<file path="config.mk">
export PLATFORM = sky130hd
export DESIGN_NAME = elelock_ctrl_flat
export DESIGN_NICKNAME = d
export VERILOG_FILES = /design/src/rtl/elelock_pkg.sv /design/src/rtl/elelock_if.sv /design/src/rtl/elelock_keyscan.sv /design/src/rtl/elelock_ctrl.sv /design/src/flat_wrapper.sv
export SDC_FILE = /design/constraint.sdc
export NUM_CORES = 1
export LEC_CHECK = 0
export CELL_PAD_IN_SITES_DETAIL_PLACEMENT = 0
export CELL_PAD_IN_SITES_GLOBAL_PLACEMENT = 1
export CORE_ASPECT_RATIO = 0.9
export CORE_MARGIN = 8
export CORE_UTILIZATION = 46
export CTS_BUF_LIST = sky130_fd_sc_hd__clkbuf_8
export CTS_CLUSTER_DIAMETER = 120
export DETAILED_ROUTE_END_ITERATION = 10
export HOLD_SLACK_MARGIN = 0.02
export PLACE_DENSITY_LB_ADDON = 0.12
export SYNTH_ARGS = -nofsm -noshare
export SYNTH_HDL_FRONTEND = slang
export SYNTH_SLANG_ARGS = --single-unit
</file>
<file path="constraint.sdc">
create_clock -name clk -period 7.5 [get_ports clk]
set_input_delay 1.125 -clock clk [delete_from_list [all_inputs] [get_ports clk]]
set_output_delay 1.125 -clock clk [all_outputs]
set_load 0.01 [all_outputs]
</file>
<file path="src/rtl/elelock_pkg.sv">
// Shared types and helpers for the electronic-lock code-entry sequencer.
package elelock_pkg;

    typedef enum logic [2:0] {
        LOCKED,
        ENTRY,
        CHECK,
        OPEN,
        LOCKOUT
    } state_t;

    // Wide enough for the largest supported code (8 digits); sliced to size by users.
    localparam logic [31:0] CODE_BLANK = 32'hFFFF_FFFF;

    // Returns {valid, bcd}; valid only when exactly one key is down.
    function automatic logic [4:0] keyenc(input logic [9:0] keys);
        logic [3:0]  digit;
        int unsigned hits;
        digit = 4'd0;
        hits  = 0;
        for (int i = 0; i < 10; i++) begin
            if (keys[i]) begin
                digit = 4'(i);
                hits++;
            end
        end
        return {(hits == 1), digit};
    endfunction

endpackage

</file>
<file path="src/rtl/elelock_if.sv">
// Keypad / door sensor / actuator signal bundle for the lock controller.
interface elelock_if;
    logic [9:0] tenkey;
    logic       close;
    logic       lock;
    logic       alarm;
    logic       err;
    logic [3:0] digit_cnt;

    modport master (
        output tenkey,
        output close,
        input  lock,
        input  alarm,
        input  err,
        input  digit_cnt
    );

    modport slave (
        input  tenkey,
        input  close,
        output lock,
        output alarm,
        output err,
        output digit_cnt
    );
endinterface

</file>
<file path="src/rtl/elelock_keyscan.sv">
// Turns keypad levels into single-cycle digit events (press from all-released, exactly one key).
module elelock_keyscan
    import elelock_pkg::*;
(
    input  logic       clk,
    input  logic       reset,
    input  logic [9:0] tenkey,
    output logic       key_evt,
    output logic [3:0] key_digit
);

    logic [9:0] tenkey_q;
    logic       key_evt_q;
    logic [3:0] key_digit_q;
    logic [4:0] enc;

    assign enc = keyenc(tenkey);

    always_ff @(posedge clk) begin
        if (reset) begin
            tenkey_q    <= '0;
            key_evt_q   <= 1'b0;
            key_digit_q <= 4'd0;
        end else begin
            tenkey_q    <= tenkey;
            key_evt_q   <= (tenkey_q == '0) && enc[4];
            key_digit_q <= enc[3:0];
        end
    end

    assign key_evt   = key_evt_q;
    assign key_digit = key_digit_q;

endmodule

</file>
<file path="src/rtl/elelock_ctrl.sv">
// Code-entry sequencer: collects digits, checks against SECRET, drives lock/alarm/err
// with entry timeout, fail counting and timed alarm lockout.
module elelock_ctrl #(
    parameter int unsigned          DIGITS      = 4,
    parameter logic [DIGITS*4-1:0]  SECRET      = 16'h1234,
    parameter int unsigned          MAX_FAIL    = 3,
    parameter int unsigned          TIMEOUT_CYC = 500,
    parameter int unsigned          LOCKOUT_CYC = 1000
) (
    input logic       clk,
    input logic       reset,
    elelock_if.slave  bus
);
    import elelock_pkg::*;

    localparam int unsigned CODE_W = DIGITS * 4;
    localparam int unsigned CW     = $clog2(DIGITS + 1);
    localparam int unsigned TW     = $clog2(TIMEOUT_CYC + 1);
    localparam int unsigned LW     = $clog2(LOCKOUT_CYC + 1);
    localparam int unsigned FW     = $clog2(MAX_FAIL + 1);

    localparam logic [CODE_W-1:0] BLANK     = CODE_BLANK[CODE_W-1:0];
    localparam logic [CW-1:0]     CNT_LAST  = CW'(DIGITS - 1);
    localparam logic [TW-1:0]     TMO_LAST  = TW'(TIMEOUT_CYC - 1);
    localparam logic [LW-1:0]     LOCK_LAST = LW'(LOCKOUT_CYC - 1);
    localparam logic [FW-1:0]     FAIL_MAX  = FW'(MAX_FAIL);

    logic             key_evt;
    logic [3:0]       key_digit;

    state_t           state_q,    state_d;
    logic [CODE_W-1:0] code_q,    code_d;
    logic [CW-1:0]    cnt_q,      cnt_d;
    logic [TW-1:0]    timer_q,    timer_d;
    logic [LW-1:0]    lo_timer_q, lo_timer_d;
    logic [FW-1:0]    fail_q,     fail_d;
    logic             lock_q,     lock_d;
    logic             alarm_q,    alarm_d;
    logic             err_q,      err_d;

    logic [CODE_W-1:0] code_shift;
    logic [FW-1:0]     fail_inc;

    elelock_keyscan u_keyscan (
        .clk       (clk),
        .reset     (reset),
        .tenkey    (bus.tenkey),
        .key_evt   (key_evt),
        .key_digit (key_digit)
    );

    assign code_shift = (code_q << 4) | CODE_W'(key_digit);
    assign fail_inc   = fail_q + FW'(1);

    always_comb begin
        state_d    = state_q;
        code_d     = code_q;
        cnt_d      = cnt_q;
        timer_d    = timer_q;
        lo_timer_d = lo_timer_q;
        fail_d     = fail_q;
        err_d      = 1'b0;

        case (state_q)
            LOCKED: begin
                if (key_evt) begin
                    code_d  = code_shift;
                    cnt_d   = CW'(1);
                    timer_d = '0;
                    state_d = (DIGITS == 1) ? CHECK : ENTRY;
                end
            end
            ENTRY: begin
                // close beats a same-cycle digit; a digit beats a same-cycle timeout
                if (bus.close) begin
                    code_d  = BLANK;
                    cnt_d   = '0;
                    timer_d = '0;
                    state_d = LOCKED;
                end else if (key_evt) begin
                    code_d  = code_shift;
                    cnt_d   = cnt_q + CW'(1);
                    timer_d = '0;
                    if (cnt_q == CNT_LAST) begin
                        state_d = CHECK;
                    end
                end else if (timer_q == TMO_LAST) begin
                    code_d  = BLANK;
                    cnt_d   = '0;
                    timer_d = '0;
                    state_d = LOCKED;
                end else begin
                    timer_d = timer_q + TW'(1);
                end
            end
            CHECK: begin
                if (code_q == SECRET) begin
                    fail_d  = '0;
                    state_d = OPEN;
                end else begin
                    err_d      = 1'b1;
                    fail_d     = fail_inc;
                    code_d     = BLANK;
                    cnt_d      = '0;
                    lo_timer_d = '0;
                    state_d    = (fail_inc == FAIL_MAX) ? LOCKOUT : LOCKED;
                end
            end
            OPEN: begin
                if (bus.close) begin
                    code_d  = BLANK;
                    cnt_d   = '0;
                    state_d = LOCKED;
                end
            end
            LOCKOUT: begin
                if (lo_timer_q == LOCK_LAST) begin
                    lo_timer_d = '0;
                    fail_d     = '0;
                    state_d    = LOCKED;
                end else begin
                    lo_timer_d = lo_timer_q + LW'(1);
                end
            end
            default: begin
                state_d = LOCKED;
            end
        endcase

        lock_d  = (state_d != OPEN);
        alarm_d = (state_d == LOCKOUT);
    end

    always_ff @(posedge clk) begin
        if (reset) begin
            state_q    <= LOCKED;
            code_q     <= BLANK;
            cnt_q      <= '0;
            timer_q    <= '0;
            lo_timer_q <= '0;
            fail_q     <= '0;
            lock_q     <= 1'b1;
            alarm_q    <= 1'b0;
            err_q      <= 1'b0;
        end else begin
            state_q    <= state_d;
            code_q     <= code_d;
            cnt_q      <= cnt_d;
            timer_q    <= timer_d;
            lo_timer_q <= lo_timer_d;
            fail_q     <= fail_d;
            lock_q     <= lock_d;
            alarm_q    <= alarm_d;
            err_q      <= err_d;
        end
    end

    assign bus.lock      = lock_q;
    assign bus.alarm     = alarm_q;
    assign bus.err       = err_q;
    assign bus.digit_cnt = 4'(cnt_q);

endmodule
</file>
<file path="src/flat_wrapper.sv">
// flat-port wrapper written by rule: the top's interface ports become plain ports
module elelock_ctrl_flat import elelock_pkg::*;
#(
    parameter int unsigned          DIGITS      = 4,
    parameter logic [DIGITS*4-1:0]  SECRET      = 16'h1234,
    parameter int unsigned          MAX_FAIL    = 3,
    parameter int unsigned          TIMEOUT_CYC = 500,
    parameter int unsigned          LOCKOUT_CYC = 1000
)
  (clk, reset, bus_tenkey, bus_close, bus_lock, bus_alarm, bus_err, bus_digit_cnt);
  elelock_if bus_i ();
  input logic clk;
  input logic reset;
  input wire logic [$bits(bus_i.tenkey)-1:0] bus_tenkey;
  input wire logic [$bits(bus_i.close)-1:0] bus_close;
  output wire logic [$bits(bus_i.lock)-1:0] bus_lock;
  output wire logic [$bits(bus_i.alarm)-1:0] bus_alarm;
  output wire logic [$bits(bus_i.err)-1:0] bus_err;
  output wire logic [$bits(bus_i.digit_cnt)-1:0] bus_digit_cnt;
  assign bus_i.tenkey = bus_tenkey;
  assign bus_i.close = bus_close;
  assign bus_lock = bus_i.lock;
  assign bus_alarm = bus_i.alarm;
  assign bus_err = bus_i.err;
  assign bus_digit_cnt = bus_i.digit_cnt;
  elelock_ctrl #(.DIGITS(DIGITS), .SECRET(SECRET), .MAX_FAIL(MAX_FAIL), .TIMEOUT_CYC(TIMEOUT_CYC), .LOCKOUT_CYC(LOCKOUT_CYC)) u_core (.clk(clk), .reset(reset), .bus(bus_i));
endmodule
</file>
==> results.md, run 1 <==
* Synth top cells by count: nor2_1 (74), dfxtp_1 (61), nand2_1 (35)
* Top delay family on crit path: adder cells
* Max Cap Violations at 0
* Syn nets at between 400 and 500
* Dpl cells at roughly 500
* Global-route wire length before repair at roughly 12000 µm
* CTS buffer count at 9
* Clock tree from TritonCTS: done
* Diode count at 0
* WL/cell at about 13 µm
* RePlAce Congestion at 0.857
* Yosys reg bits at between 60 and 70
* Worst EP required at slightly below 8 ns
* Critical Path Start Type: primary input
* Drt drc at 0
* Beginning of the worst hold path: u_core.lo_timer_q[9]$_SDFFE_PP0P_
* Post-route minimum period at between 6 and 7 ns
* Slowest CP cell: clkdlybuf4s50_1
* Post-synth ARST share at 0%
* Die Height at 95.8 µm
* Nets at roughly 440
* Setup TNS at 0 ns
* Slew @ Worst Pin at 1.08 ns
* Most used DFF post-synth: dfxtp_1
* Htree depth at 3
* Via count at about 2.7k
* Synth area leaders: dfxtp_1 (37%), nor2_1 (8.5%), ha_1 (5.4%), nand2_1 (4.0%), o21bai_1 (3.7%)
* WHS Endpoint: u_core.lo_timer_q[9]$_SDFFE_PP0P_
* P_leak at 1.48 nW
* GRT met1 Usage at between 10% and 20%
* Total GRT Usage at 14.5%
* Core ar. at about 7000 µm²
* Synth unique cells at 49
* Endpoints failing setup at 0
* Root Driver: clkbuf_8
* Unrepaired setup endpoints after global routing: no
* Worst-path clk slew at around 0.07 ns
* Area share of the largest cell type after synthesis at a little under two fifths
* Largest stage delay, worst path at approximately 0.42 ns
* Met3 global-route usage at between 4 and 5%
* Postcts setup bufs at 0
* Post-synthesis cell area at ~3300 µm²
* Slew Viols, Final at 0
* Final hold vios at 0
* # IOs at 20
* Pwr dens at 213 nW/µm²
* Sequential area share after synthesis at between 30% and 40%
* HPWL after detailed placement at 4890 µm
* # clock sinks at a little over 60
* Vias per cell at 5.25
* Final non-filler cell total at between 500 and 600
* Row count at 29
* Antenna Nets Post-Route at 0
* Initial antenna violation count at 0
* Worst-path fanout max at 4
* Highest clock rate at roughly 0.16 GHz
* Gr ovfl total at 0
* Clk_skew at 0.00990 ns
* Post-synth EDFFs at 0
* Critical path capture point type: flip-flop
* Final WL at just under 7000 µm
* Bufs and invs on worst path at 2
* Pin count of the biggest net entering global routing at approximately 50
* Area growth, synth to finish at 13.2%
* Synth Instances at between 400 and 500
* Ys Warns at 0
* Syn_area_per_cell at between 8 and 9 µm²
* Synth area leader: dfxtp_1
* Slew headroom at roughly 27%
* Die width at about 100 µm
* Peak supply drop at roughly 89 µV
* Initial Util at approximately 47%
* DRT Pass-1 Iters at 4
* Cts hold-fix bufs at 0
* Setup slack, reg-to-reg at 4.85 ns
* Gr busiest metal: met2
* Post_cts resized at 0
* Final period utilization at 85.0%
* Worst-case clock buffer depth at 2
* Share of layout cells above drive strength 1 at 6.87%
* Skew-Pair Late Insertion Delay at 0.33 ns
* Vias in the first global route at 2674
* RR Startpoint: u_core.timer_q[0]$_SDFFE_PP0P_
* Die Area at 10000 µm²
* WS Path Type: primary input to flip-flop
* Crit-path most repeated cell: ha_1
* Met2 Use GR at 24.9%
* R2r endpoint: u_core.cnt_q[0]$_SDFFE_PP0P_
* Status: finished clean
* Port buffer count at 18
* Worst EP arrival at between 6 and 7 ns
* Worst reg2reg path depth at 8
* Initial DRC count at 86
* Top-count cell post-synth: nor2_1
* Hold crit path type: flip-flop to flip-flop
* Hold Path Depth at 1
==> per-stage QoR <==
stage	utilization (%)	setup WS [ns]	hold WS, ns	cell area (µm²)	power [mW]
after global placement	50.1	0.942	0.456	3490	0.500
after detailed placement	50.1	0.790	0.477	3490	0.504
after CTS	52.9	1.13	0.492	3690	0.796
final	52.9	1.12	0.490	3690	0.786
after global routing	52.9	0.611	0.529	3690	0.833
after floorplan	-	1.65	0.440	3260	0.472
==> routing by layer <==
metal | vias up | share of wire [%]
met5 | - | 0
met4 | 0 | 1.0
met3 | 8 | 2.1
met2 | 23 | 47
met1 | 1255 | 49
li1 | 1419 | -
==> cell type report <==
type,instances,area (µm²)
timing repair buffer,19,188
multi-input combinational,314,1920
fill,705,3280
clock buffer,9,124
tap,93,116
clock inverter,7,75.1
sequential,61,1220
inverter,12,45.0
==> cell families after synthesis <==
logic type,after synthesis,share of synthesized area (%)
multiplexers,2,0.615
buffers and inverters,28,3.65
XOR/XNOR,25,8.95
AO/OA/AOI/OAI,76,15.2
flip-flops,61,37.5
AND/OR/NAND/NOR,196,28.6
other,1,0.115
adder cells (fa/ha/maj),14,5.38
==> worst max path at each step <==
stage / start / endpoint / slack (ns) / cells past startpoint
2_1_floorplan: bus_tenkey[0] / u_core.u_keyscan.key_evt$_SDFF_PP0_ / 1.65 / 28
3_3_place_gp: bus_tenkey[0] / u_core.u_keyscan.key_evt$_SDFF_PP0_ / 0.94 / 29
3_5_place_dp: bus_tenkey[0] / u_core.u_keyscan.key_evt$_SDFF_PP0_ / 0.79 / 29
4_1_cts: bus_tenkey[0] / u_core.u_keyscan.key_evt$_SDFF_PP0_ / 1.13 / 29
5_1_grt: bus_tenkey[1] / u_core.u_keyscan.key_evt$_SDFF_PP0_ / 0.61 / 29
6_report: bus_tenkey[0] / u_core.u_keyscan.key_evt$_SDFF_PP0_ / 1.12 / 29
==> layout by cell type (no fill, tap or decap), types with 2 or more instances in the layout <==
| cell | instances |
|---|---|
| a21o_1 | 2 |
| inv_1 | 12 |
| nand3_1 | 12 |
| a31oi_1 | 2 |
| clkbuf_8 | 9 |
| nor2b_1 | 10 |
| nand4_1 | 7 |
| o21ai_0 | 12 |
| or2_2 | 6 |
| xor2_2 | 2 |
| ha_1 | 14 |
| o21a_1 | 2 |
| xnor2_1 | 6 |
| dfxtp_1 | 61 |
| o21ai_1 | 5 |
| o21bai_1 | 16 |
| clkinv_2 | 2 |
| mux2i_1 | 2 |
| a21oi_1 | 20 |
| nand2b_1 | 7 |
| nor4b_1 | 3 |
| a311oi_1 | 5 |
| a22oi_1 | 4 |
| or3_1 | 3 |
| nor3b_1 | 3 |
| nor2_1 | 74 |
| o31ai_1 | 4 |
| nand2_1 | 35 |
| nor3_1 | 22 |
| clkdlybuf4s50_1 | 18 |
| xor2_1 | 13 |
| clkinv_4 | 3 |
| nor4_1 | 4 |
| and3_1 | 5 |
==> power by group <==
group	total (mW)	leakage [nW]	switching, mW	internal, mW
Combinational	0.165	0.879	0.0907	0.0741
Sequential	0.331	0.496	0.00241	0.329
Clock	0.290	0.104	0.135	0.155
==> sequential cells by signal, summed over array words and instances, names as in the netlist <==
name	flops
u_core.bus.alarm	1
u_core.bus.err	1
u_core.bus.lock	1
u_core.cnt_q	3
u_core.code_q	16
u_core.fail_q	2
u_core.lo_timer_q	10
u_core.state_q	3
u_core.timer_q	9
u_core.u_keyscan.key_digit	4
u_core.u_keyscan.key_evt	1
u_core.u_keyscan.tenkey_q	10
Note: power is estimated with default switching activity, not from simulation.
==> inputs of run 2 (changes only) <==
- CORE_ASPECT_RATIO: 0.9 -> 0.8
==> results.md, run 2 (synthesized netlist as in run 1, its figures left out) <==
* Final period utilization at between 80% and 90%
* Slew Viols, Final at 0
* Comb power frac at about a fifth
* Final WL at roughly 6500 µm
* WS Path Type: primary input to flip-flop
* Via count at around 2.7k
* Worst-path fanout max at 4
* Worst-case clock buffer depth at 2
* Hold Path Depth at 2
* Internal cell power at roughly 0.57 mW
* CTS buffer count at 9
* Unrepaired setup endpoints after global routing: no
* Slew @ Worst Pin at roughly 1.1 ns
* Critical path capture point type: flip-flop
* Htree depth at 3
* Fin Hold WS at between 0.4 and 0.5 ns
* Top delay family on crit path: adder cells
* Clk_skew at between 0.01 and 0.015 ns
* Global-route wire length before repair at approximately 12000 µm
* Commonest non-fill, non-tap cell in the layout: nor2_1
* Critical Path Start Type: primary input
* Worst reg2reg path depth at 8
* Bufs and invs on worst path at 2
* Endpoints failing setup at 0
* Final hold vios at 0
* Nets at around 440
* Vias per cell at between 5 and 6
* Worst EP arrival at roughly 6.6 ns
* Biggest regs: u_core.code_q (16), u_core.lo_timer_q (10), u_core.u_keyscan.tenkey_q (10)
* Vias in the first global route at 2552
* Most flop-heavy register: u_core.code_q
* Cts hold-fix bufs at 0
* Peak supply drop at 90.9 µV
* Total GRT Usage at between 10 and 15%
* Initial antenna violation count at 0
* Most frequent cells in the layout: nor2_1 (74), dfxtp_1 (61), nand2_1 (35)
* Row count at 27
* Postcts setup bufs at 0
* Core ar. at 6860 µm²
* Die width at ~110 µm
* P_leak at ~1.5 nW
* Share of layout cells above drive strength 1 at a little under 7%
* # clock sinks at slightly above 60
* Sw Share at approximately 28%
* Max FFs per register at 16
* Diode count at 0
* WL/cell at about 13 µm
* Pwr dens at 215 nW/µm²
* Port buffer count at 18
* Die Height at 91.3 µm
* Status: finished clean
* Post_cts resized at 0
* Sequential Power Share at a little over two fifths
* Clock power share at a little under two fifths
* Slew headroom at 29.1%
* Crit-path most repeated cell: ha_1
* Minimum setup slack after placement at just under 0.8 ns
* DRT Pass-1 Iters at 4
* Worst Slack Setup Final at 1.13 ns
* Initial Util at a little under half
* Worst-path clk slew at roughly 0.07 ns
* HPWL after detailed placement at approximately 4800 µm
* Max Cap Violations at 0
* Gr ovfl total at 0
* Clock tree from TritonCTS: done
* # IOs at 20
* RePlAce Congestion at roughly 0.80
* Pin count of the biggest net entering global routing at just over 50
* Largest stage delay, worst path at approximately 0.42 ns
* Die Area at 10000 µm²
* Initial DRC count at 81
* Root Driver: clkbuf_8
* Hold crit path type: flip-flop to flip-flop
* Setup TNS at 0 ns
* Antenna Nets Post-Route at 0
* Highest clock rate at between 0.15 and 0.2 GHz
* Cell depth of the worst setup path at 29
* Area growth, synth to finish at 13.3%
* Post-route minimum period at approximately 6.4 ns
* NetSw at about 0.22 mW
* Slowest CP cell: clkdlybuf4s50_1
* Drt drc at 0
* Worst EP required at ~7.7 ns
* Skew-Pair Late Insertion Delay at roughly 0.33 ns
## run 2: final timing paths
| path | start | to | slack, ns |
|---|---|---|---|
| setup / recovery | bus_tenkey[0] | u_core.u_keyscan.key_evt$_SDFF_PP0_ | 1.13 |
| hold / removal | u_core.timer_q[7]$_SDFFE_PP0P_ | u_core.timer_q[7]$_SDFFE_PP0P_ | 0.47 |
| setup reg to reg | u_core.timer_q[0]$_SDFFE_PP0P_ | u_core.cnt_q[0]$_SDFFE_PP0P_ | 4.92 |
| hold reg to reg | u_core.timer_q[7]$_SDFFE_PP0P_ | u_core.timer_q[7]$_SDFFE_PP0P_ | 0.47 |
## run 2: layout make-up
class,count,area [µm²]
clock buffers,11,151
clock inverters,5,58.8
fillers,687,3170
inverters,12,45.0
multi-input cells,314,1920
flip-flops and latches,61,1220
well taps,87,109
repair buffers,19,188
## run 2: through the flow
step / utilization (%) / cells / instance area [µm²] / total power, mW
after floorplan: - / 403 / 3260 / 0.472
after global placement: 50.7 / 493 / 3480 / 0.501
after detailed placement: 50.7 / 493 / 3480 / 0.505
after CTS: 53.8 / 509 / 3690 / 0.806
after global routing: 53.8 / 509 / 3690 / 0.845
final: 53.8 / 509 / 3690 / 0.794
## run 2: power groups by stage
stage | Sequential (mW) | Combinational (mW) | Clock (mW)
6_report | 0.331 | 0.165 | 0.297
5_1_grt | 0.332 | 0.189 | 0.324
4_1_cts | 0.331 | 0.167 | 0.307
3_5_place_dp | 0.339 | 0.166 | 0
3_3_place_gp | 0.339 | 0.162 | 0
2_1_floorplan | 0.338 | 0.134 | 0
## run 2: worst register-to-register path, delay by kind of cell (launching register included)
family,cells,cell delay [ns]
and+or+nand+nor,6,1.45
AOI/OAI and AO/OA,1,0.46
DFF,1,0.37
adders and majority gates,1,0.18
## run 2: per-layer routing
metal | routed length [µm] | vias up | part of all wire (%) | global-route usage [%]
met5 | 0 | - | 0 | 0
met4 | 57 | 0 | 0.87 | 4.04
met3 | 163 | 8 | 2.5 | 3.60
met2 | 2950 | 31 | 45 | 22.0
met1 | 3350 | 1231 | 51 | 18.5
li1 | - | 1417 | - | -
==> inputs of run 3 (changes only) <==
- clock period: 7.5 -> 6.7 ns (I/O delays scaled with it)
==> results.md, run 3 (synthesized netlist as in run 1, its figures left out) <==
* Unrepaired setup endpoints after global routing: no
* Sw Share at 29.0%
* Diode count at 0
* Initial Util at between 40% and 50%
* HPWL after detailed placement at between 4000 and 5000 µm
* Cts hold-fix bufs at 0
* Multi-input gate area at between 1500 and 2000 µm²
* Vias per cell at 5.26
* Htree depth at 3
* Status: finished clean
* Slew Viols, Final at 0
* Clk_skew at between 0.01 and 0.015 ns
* CTS buffer count at 9
* Die Height at 91.3 µm
* Global-route wire length before repair at roughly 12000 µm
* Max FFs per register at 16
* Peak supply drop at 118 µV
* Finished Cell Area at about 3700 µm²
* Row count at 27
* Final period utilization at 92.6%
* Via count at between 2k and 3k
* Drt drc at 0
* Pwr dens at roughly 240 nW/µm²
* Clock tree from TritonCTS: done
* P_leak at 1.48 nW
* Hold crit path type: flip-flop to flip-flop
* Most flop-heavy register: u_core.code_q
* Sequential Power Share at approximately 42%
* DP Area at 3490 µm²
* Nets at 445
* Clock power share at 36.7%
* Largest stage delay, worst path at 0.42 ns
* Antenna Nets Post-Route at 0
* Post_cts resized at 0
* Die Area at about 10000 µm²
* Setup TNS at 0 ns
* Critical Path Start Type: primary input
* Register area at approximately 1200 µm²
* Worst EP required at about 6.9 ns
* Share of layout cells above drive strength 1 at 7.09%
* Final non-filler cell total at around 500
* Pin count of the biggest net entering global routing at 51
* Worst-path fanout max at 4
* Max Cap Violations at 0
* Commonest non-fill, non-tap cell in the layout: nor2_1
* Worst-case clock buffer depth at 2
* Slew headroom at between 20% and 30%
* Most frequent cells in the layout: nor2_1 (74), dfxtp_1 (61), nand2_1 (35)
* RePlAce Congestion at around 0.8
* WL/cell at ~13 µm
* Final WL at between 6000 and 7000 µm
* WS Path Type: primary input to flip-flop
* Area growth, synth to finish at 13.1%
* Internal cell power at approximately 0.62 mW
* Core ar. at 6860 µm²
* Post-route minimum period at slightly above 6 ns
* Worst EP arrival at 6.44 ns
* Skew-Pair Late Insertion Delay at around 0.34 ns
* # clock sinks at 61
* Gr ovfl total at 0
* Dpl cells at just under 500
* # IOs at 20
* Final hold vios at 0
* Total GRT Usage at ~14%
* Slowest CP cell: clkdlybuf4s50_1
* Endpoints failing setup at 0
* Initial DRC count at 137
* Worst-path clk slew at roughly 0.070 ns
* DRT Pass-1 Iters at 4
* Crit-path most repeated cell: ha_1
* Initial antenna violation count at 0
* Port buffer count at 18
* NetSw at ~0.26 mW
* Comb power frac at about a fifth
* Biggest regs: u_core.code_q (16), u_core.lo_timer_q (10), u_core.u_keyscan.tenkey_q (10)
* Root Driver: clkbuf_8
* Vias in the first global route at ~2.5k
* Fin Hold WS at about 0.47 ns
* Critical path capture point type: flip-flop
* Layout fillers at 681
* Slew @ Worst Pin at approximately 1.1 ns
* Die width at approximately 110 µm
* Highest clock rate at roughly 0.16 GHz
* Postcts setup bufs at 0
-- run 3: cell count changes in the layout (fill, tap and decap cells not counted) --
cell and delta:
clkbuf_8 -2, inv_6 +1, clkinv_4 +1, clkinv_2 +1
clkinvlp_4 -1, buf_4 +1
-- run 3: cell type report --
cell class,instances,share of cell area [%]
timing repair buffer,20,5.30
inverter,12,1.22
clock inverter,7,2.00
tap,87,2.95
multi-input combinational,314,52.0
sequential,61,33.1
clock buffer,9,3.36
-- run 3: per-stage QoR --
stage / power (mW) / setup WS, ns / util, %
floorplan: 0.528 / 0.965 / -
global placement: 0.561 / 0.261 / 50.8
detailed placement: 0.565 / 0.126 / 50.8
CTS: 0.893 / 0.477 / 53.7
global route: 0.935 / 0.0764 / 53.7
finish: 0.880 / 0.496 / 53.7
-- run 3: power by group through the flow --
stage	combinational (mW)	clock (mW)	sequential, mW
final	0.186	0.323	0.371
after global routing	0.210	0.354	0.371
after CTS	0.187	0.335	0.371
after detailed placement	0.186	0	0.379
after global placement	0.182	0	0.379
after floorplan	0.150	0	0.378
-- run 3: worst paths after layout --
path / start / to / slack [ns] / depth (start not counted)
hold / removal: u_core.timer_q[7]$_SDFFE_PP0P_ / u_core.timer_q[7]$_SDFFE_PP0P_ / 0.47 / 2
hold reg to reg: u_core.timer_q[7]$_SDFFE_PP0P_ / u_core.timer_q[7]$_SDFFE_PP0P_ / 0.47 / 2
setup / recovery: bus_tenkey[0] / u_core.u_keyscan.key_evt$_SDFF_PP0_ / 0.50 / 29
setup reg to reg: u_core.timer_q[0]$_SDFFE_PP0P_ / u_core.cnt_q[0]$_SDFFE_PP0P_ / 4.13 / 8
-- run 3: metal layers --
| metal | part of all wire [%] | up-vias | wire (µm) | global-route usage, % |
|---|---|---|---|---|
| met5 | 0 | - | 0 | 0 |
| met3 | 2.2 | 7 | 143 | 4.03 |
| li1 | - | 1424 | - | - |
| met1 | 53 | 1231 | 3470 | 18.3 |
| met4 | 1.1 | 0 | 70 | 4.71 |
| met2 | 44 | 23 | 2870 | 21.4 |
-- run 3: critical path, delay by kind of cell --
kind / cells / cell delay (ns)
XOR/XNOR: 1 / 0.18
adder cells (fa/ha/maj): 8 / 2.14
AND/OR/NAND/NOR: 12 / 1.46
AO/OA/AOI/OAI: 5 / 0.90
buffers and inverters: 2 / 0.51
multiplexers: 1 / 0.22
